`config.mk`:
```
export PLATFORM = sky130hd
export DESIGN_NAME = gpc_column_accumulator
export DESIGN_NICKNAME = d
export VERILOG_FILES = /design/src/rtl/gpc_column_accumulator.sv
export SDC_FILE = /design/constraint.sdc
export NUM_CORES = 1
export LEC_CHECK = 0
export ABC_AREA = 1
export BUFFER_PORTS_ARGS = -buffer_cell sky130_fd_sc_hd__buf_4
export CORE_UTILIZATION = 43
export DETAILED_ROUTE_END_ITERATION = 10
export SYNTH_ARGS = -nofsm -noshare
export SYNTH_HDL_FRONTEND = slang
export SYNTH_SLANG_ARGS = --single-unit
export TNS_END_PERCENT = 30
```
`constraint.sdc`:
```
create_clock -name clk -period 2.35 [get_ports clk]
set_input_delay 0.47 -clock clk [delete_from_list [all_inputs] [get_ports clk]]
set_output_delay 0.47 -clock clk [all_outputs]
set_load 0.05 [all_outputs]
```
`src/rtl/gpc_column_accumulator.sv`:
```
// gpc_column_accumulator
//
// Takes the 4-bit words coming out of the (3,1,2) generalized parallel
// counter stage, weights each one by its column bit-offset, and adds them up
// into one wide sum per frame. A frame is any run of beats closed by a beat
// with in_last set. The finished sum is held in a registered valid/ready
// output slot, together with a sticky overflow flag and a saturating beat
// count.
//
// Ports:
//   clk        rising-edge clock for all state
//   rst        asynchronous, active-high reset
//   in_valid   input beat valid
//   in_ready   input beat accepted when in_valid & in_ready
//   in_o       4-bit unsigned GPC output word
//   in_shift   column bit-offset applied to in_o
//   in_last    beat closes the current frame
//   out_valid  result valid
//   out_ready  downstream takes the result when out_valid & out_ready
//   out_sum    frame sum modulo 2^ACC_W
//   out_ovf    frame sum needed more than ACC_W bits at some point
//   out_beats  beats in the frame, saturating at 2^CNT_W-1
module gpc_column_accumulator #(
    parameter int ACC_W   = 16,
    parameter int SHIFT_W = 4,
    parameter int CNT_W   = 8
) (
    input  logic               clk,
    input  logic               rst,
    input  logic               in_valid,
    output logic               in_ready,
    input  logic [3:0]         in_o,
    input  logic [SHIFT_W-1:0] in_shift,
    input  logic               in_last,
    output logic               out_valid,
    input  logic               out_ready,
    output logic [ACC_W-1:0]   out_sum,
    output logic               out_ovf,
    output logic [CNT_W-1:0]   out_beats
);

    // Wide enough that a 4-bit word shifted by the largest possible offset,
    // added to a full accumulator, can never lose a carry.
    localparam int FULL_W = ACC_W + 4 + (1 << SHIFT_W);
    localparam logic [CNT_W-1:0] CNT_MAX = '1;

    logic [ACC_W-1:0]  acc_q,       acc_d;
    logic              ovf_q,       ovf_d;
    logic [CNT_W-1:0]  cnt_q,       cnt_d;
    logic [ACC_W-1:0]  out_sum_q,   out_sum_d;
    logic              out_ovf_q,   out_ovf_d;
    logic [CNT_W-1:0]  out_beats_q, out_beats_d;
    logic              out_valid_q, out_valid_d;

    logic [FULL_W-1:0] contrib;
    logic [FULL_W-1:0] full;
    logic [ACC_W-1:0]  acc_next;
    logic              ovf_next;
    logic [CNT_W-1:0]  cnt_next;
    logic              in_accept;
    logic              out_accept;

    // A new beat may enter whenever the output slot is empty or is being
    // drained this very cycle, so back-to-back frames never see a bubble.
    assign in_ready   = ~out_valid_q | out_ready;
    assign in_accept  = in_valid & in_ready;
    assign out_accept = out_valid_q & out_ready;

    assign out_valid = out_valid_q;
    assign out_sum   = out_sum_q;
    assign out_ovf   = out_ovf_q;
    assign out_beats = out_beats_q;

    // Work out what the running frame state would become if the current
    // input beat were accepted. Any bit landing at or above ACC_W, whether
    // from a carry or from a word shifted past the top, marks overflow.
    always_comb begin
        contrib  = {{(FULL_W-4){1'b0}}, in_o} << in_shift;
        full     = {{(FULL_W-ACC_W){1'b0}}, acc_q} + contrib;
        acc_next = full[ACC_W-1:0];
        ovf_next = ovf_q | (|full[FULL_W-1:ACC_W]);
        cnt_next = (cnt_q == CNT_MAX) ? CNT_MAX : cnt_q + CNT_W'(1);
    end

    // Decide the next value of every register. A last beat moves the
    // frame result into the output slot and wipes the running state so the
    // next frame starts from zero; a drained slot just drops valid and keeps
    // its data. When a last beat and a drain coincide, the load wins and
    // valid stays high.
    always_comb begin
        acc_d       = acc_q;
        ovf_d       = ovf_q;
        cnt_d       = cnt_q;
        out_sum_d   = out_sum_q;
        out_ovf_d   = out_ovf_q;
        out_beats_d = out_beats_q;
        out_valid_d = out_valid_q;

        if (in_accept) begin
            if (in_last) begin
                out_sum_d   = acc_next;
                out_ovf_d   = ovf_next;
                out_beats_d = cnt_next;
                out_valid_d = 1'b1;
                acc_d       = '0;
                ovf_d       = 1'b0;
                cnt_d       = '0;
            end else begin
                acc_d = acc_next;
                ovf_d = ovf_next;
                cnt_d = cnt_next;
            end
        end else if (out_accept) begin
            out_valid_d = 1'b0;
        end
    end

    // Running frame state. Reset throws away any partial frame.
    always_ff @(posedge clk or posedge rst) begin
        if (rst) begin
            acc_q <= '0;
            ovf_q <= 1'b0;
            cnt_q <= '0;
        end else begin
            acc_q <= acc_d;
            ovf_q <= ovf_d;
            cnt_q <= cnt_d;
        end
    end

    // Output slot. Only this register set drives the out_* ports, so the
    // result is stable while downstream stalls and nothing on the input
    // side can reach the outputs combinationally.
    always_ff @(posedge clk or posedge rst) begin
        if (rst) begin
            out_sum_q   <= '0;
            out_ovf_q   <= 1'b0;
            out_beats_q <= '0;
            out_valid_q <= 1'b0;
        end else begin
            out_sum_q   <= out_sum_d;
            out_ovf_q   <= out_ovf_d;
            out_beats_q <= out_beats_d;
            out_valid_q <= out_valid_d;
        end
    end

endmodule

```
==> flow_summary.yaml <==
outcome:
  outcome: "finished with violations"
  violations: "negative setup slack"
critical_path:
  worstPathMaxFanout: 5
  slowest_stage: "ha_4"
  path_cells: "buf_12 > inv_8 > nand2_4 > buf_6 > nand3_4 > nand2_4 > nor2_4 > nand2_1 > o21ai_2 > ha_4 > nand2_2 > nand2_2 > nand2_2 > nand2_2 > buf_4 > buf_4 > a31oi_1 > xor2_1 > o21ai_0"
  slowest_delay_ns: 0.25
  critPathLaunchType: "input port"
  arrival_ns: 2.54
  cp.required_ns: 2.53
  critPathKind: "in -> reg"
  cp_common_cell: "nand2_2"
  cp-end-kind: "flip-flop"
clocking:
  hold_buffers: 0
  clock_path_buffers: 2
  clock_sinks: 51
  root_buffer: "clkbuf_8"
  numCtsBuffers: 5
  cts_tree: "built"
  h-tree-depth: 2
  clk_latency_ns: 0.30
  clk_pin_slew_ns: 0.10
power:
  finalPower_mw: 3.04
  pwr-share-seq_pct: 36.4
  power.leakage_nw: 2.41
  switching_share_pct: 38.8
  peakVddDrop_v: 0.000309
  combPwrFrac_pct: 43.3
  p_clk_share_pct: 20.3
  power.internal_mw: 1.86
  p_sw_mw: 1.18
  p_per_area_mw_per_mm2: 623
sta:
  fin_skew_ns: 0.00924
  fin_crit_sh_pct: 100
  final.min_clock_period_ns: 2.36
  max_freq_mhz: 424
  holdWs_ns: 0.322
  hold_viol: 0
  tightest_slew_ns: 0.645
  finalWorstSetupSlack_ns: -0.0112
  slew_violations: 0
  setup_viol: 3
  fin_setup_tns_ns: -0.0244
  relSlewSlack_pct: 57.0
  rsz0062_at_grt: "yes"
synthesis:
  synth_nets: 467
  ys_seq_area_share_pct: 39.4
  synthCells: 436
  synth.distinct_cells: 36
  syn_area_mm2: 0.00324
  ys_ff_latch: 51
  avgSynthCellArea_um2: 7.42
  yosys_warnings: 0
finish:
  final_nets: 588
  diodes: 0
  post-route-util_pct: 67.3
  syn2layout_area_growth_pct: 50.8
  fillers: 631
  drive_above_1_share_pct: 44.3
min_path:
  min_path_type: "in -> async"
detailed_routing:
  wl_um: 8810
  route.detailed.drc: 0
  vias_per_cell: 4.91
  dr.pass1.iters: 4
  wire_per_inst_um: 13.4
  vias: 3227
  dr.first_iter.drc_count: 154
  ant_nets: 0
die:
  core_mm2: 0.00725
  die_height_um: 88.7
  die-area_mm2: 0.00788
  core.rowCount: 31
  io_pins: 40
  start_util_pct: 44.6
  die_x_um: 88.7
global_routing:
  first_global_vias: 2947
  grtUsageTotal_pct: 22.7
  antenna_found_initial: 0
  grt_pass1_wl_um: 13800
  grt.overflow.total: 0
  grt_max_degree: 52
place:
  post-place-ws_ns: -0.583
  portBuffers: 39
  gp_congestion: 0.898
  hpwl_um: 6120
job:
  max-cap-violations: 0
-- worst paths after layout --
check                            start      endpoint  slack [ns]  cells after the start
min in group clk              in_valid     out_valid        0.41                      3
max in group asynchronous          rst    out_sum[3]        1.59                      3
min reg2reg                out_sum[15]   out_sum[15]        0.49                      2
max                        in_shift[0]     acc_q[11]       -0.01                     19
max reg2reg                   acc_q[0]       out_ovf        0.34                     13
min                                rst  out_beats[2]        0.32                      3
-- flip-flops by register name (all words and copies together) (netlist names) --
| name | cells |
|---|---|
| acc_q | 16 |
| out_valid | 1 |
| out_beats | 8 |
| cnt_q | 8 |
| out_sum | 16 |
| ovf_q | 1 |
| out_ovf | 1 |
-- critical path: cells and delay by family --
family / cells / cell delay, ns
adder cells (fa/ha/maj): 1 / 0.25
AO/OA/AOI/OAI: 3 / 0.40
XOR/XNOR: 1 / 0.22
AND/OR/NAND/NOR: 9 / 0.65
buffers and inverters: 5 / 0.54
-- cells in the mapped netlist (all sizes together) --
library cell | number | area (um2)
o21ai | 50 | 258
nand4 | 2 | 18.8
a21oi | 17 | 96.4
clkbuf | 6 | 22.5
a32o | 1 | 10.0
ha | 17 | 213
nand3 | 15 | 80.1
o22ai | 8 | 50.1
inv | 43 | 161
and2 | 1 | 6.26
fa | 1 | 20.0
or2 | 3 | 18.8
nand3b | 2 | 15.0
buf | 5 | 26.3
and3 | 1 | 6.26
nor2 | 47 | 204
nor3 | 5 | 36.3
nand2 | 143 | 564
xor2 | 10 | 87.6
a31oi | 2 | 12.5
xnor2 | 6 | 52.6
dfrtp | 51 | 1280
-- kinds of logic (layout without fill, tap and decap cells) --
logic type	count (synthesis)	in the layout	synth area share, %
simple gates	219	219	29.4
fa+ha+maj	18	18	7.19
buf+inv	54	176	6.50
flops	51	51	39.4
compound gates	78	78	13.2
xor+xnor	16	16	4.33
-- cell usage in the layout (no fill, tap or decap), drive strengths merged, types with 2 or more instances in the layout --
cell    count
nand2     143
buf       125
dfrtp      51
o21ai      50
nor2       47
inv        43
ha         17
a21oi      17
nand3      15
xor2       10
o22ai       8
xnor2       6
clkbuf      5
nor3        5
or2         3
nand3b      2
a31oi       2
nand4       2
clkinv      2
-- metrics by stage --
step / cells / area (um2)
6_report: 657 / 4880
4_1_cts: 650 / 4530
5_1_grt: 657 / 4880
3_5_place_dp: 627 / 4090
2_1_floorplan: 436 / 3240
3_3_place_gp: 627 / 4090
-- metal layers --
| layer | global-route usage, % | part of all wire, % | wire length (um) |
|---|---|---|---|
| met1 | 32.2 | 48 | 4240 |
| met2 | 37.6 | 48 | 4180 |
| met3 | 2.80 | 3.2 | 280 |
| met4 | 3.96 | 1.1 | 101 |
| met5 | 0 | 0 | 0 |
-- power by group through the flow --
stage / Sequential (mW) / Clock, mW / Combinational [mW]
2_1_floorplan: 1.40 / 0 / 0.404
3_3_place_gp: 1.11 / 0 / 1.10
3_5_place_dp: 1.11 / 0 / 1.11
4_1_cts: 1.10 / 0.632 / 1.22
5_1_grt: 1.12 / 0.666 / 1.42
6_report: 1.10 / 0.617 / 1.32
-- area by class of cell --
type | instances | area (um2) | share of cell area (%)
clock inverters | 3 | 43.8 | 0.898
flip-flops and latches | 51 | 1280 | 26.2
repair buffers | 125 | 970 | 19.9
clock buffers | 5 | 68.8 | 1.41
inverters | 43 | 169 | 3.46
multi-input cells | 331 | 2230 | 45.7
well taps | 99 | 124 | 2.54
-- repair_timing --
item | CTS | global route
resized for setup | 59 | 66
pin swaps | 38 | 38
buffers inserted | 15 | 7
setup endpoints to repair | 20 | 23
cloned | 0 | 0
(Power assumes the default switching activity.)
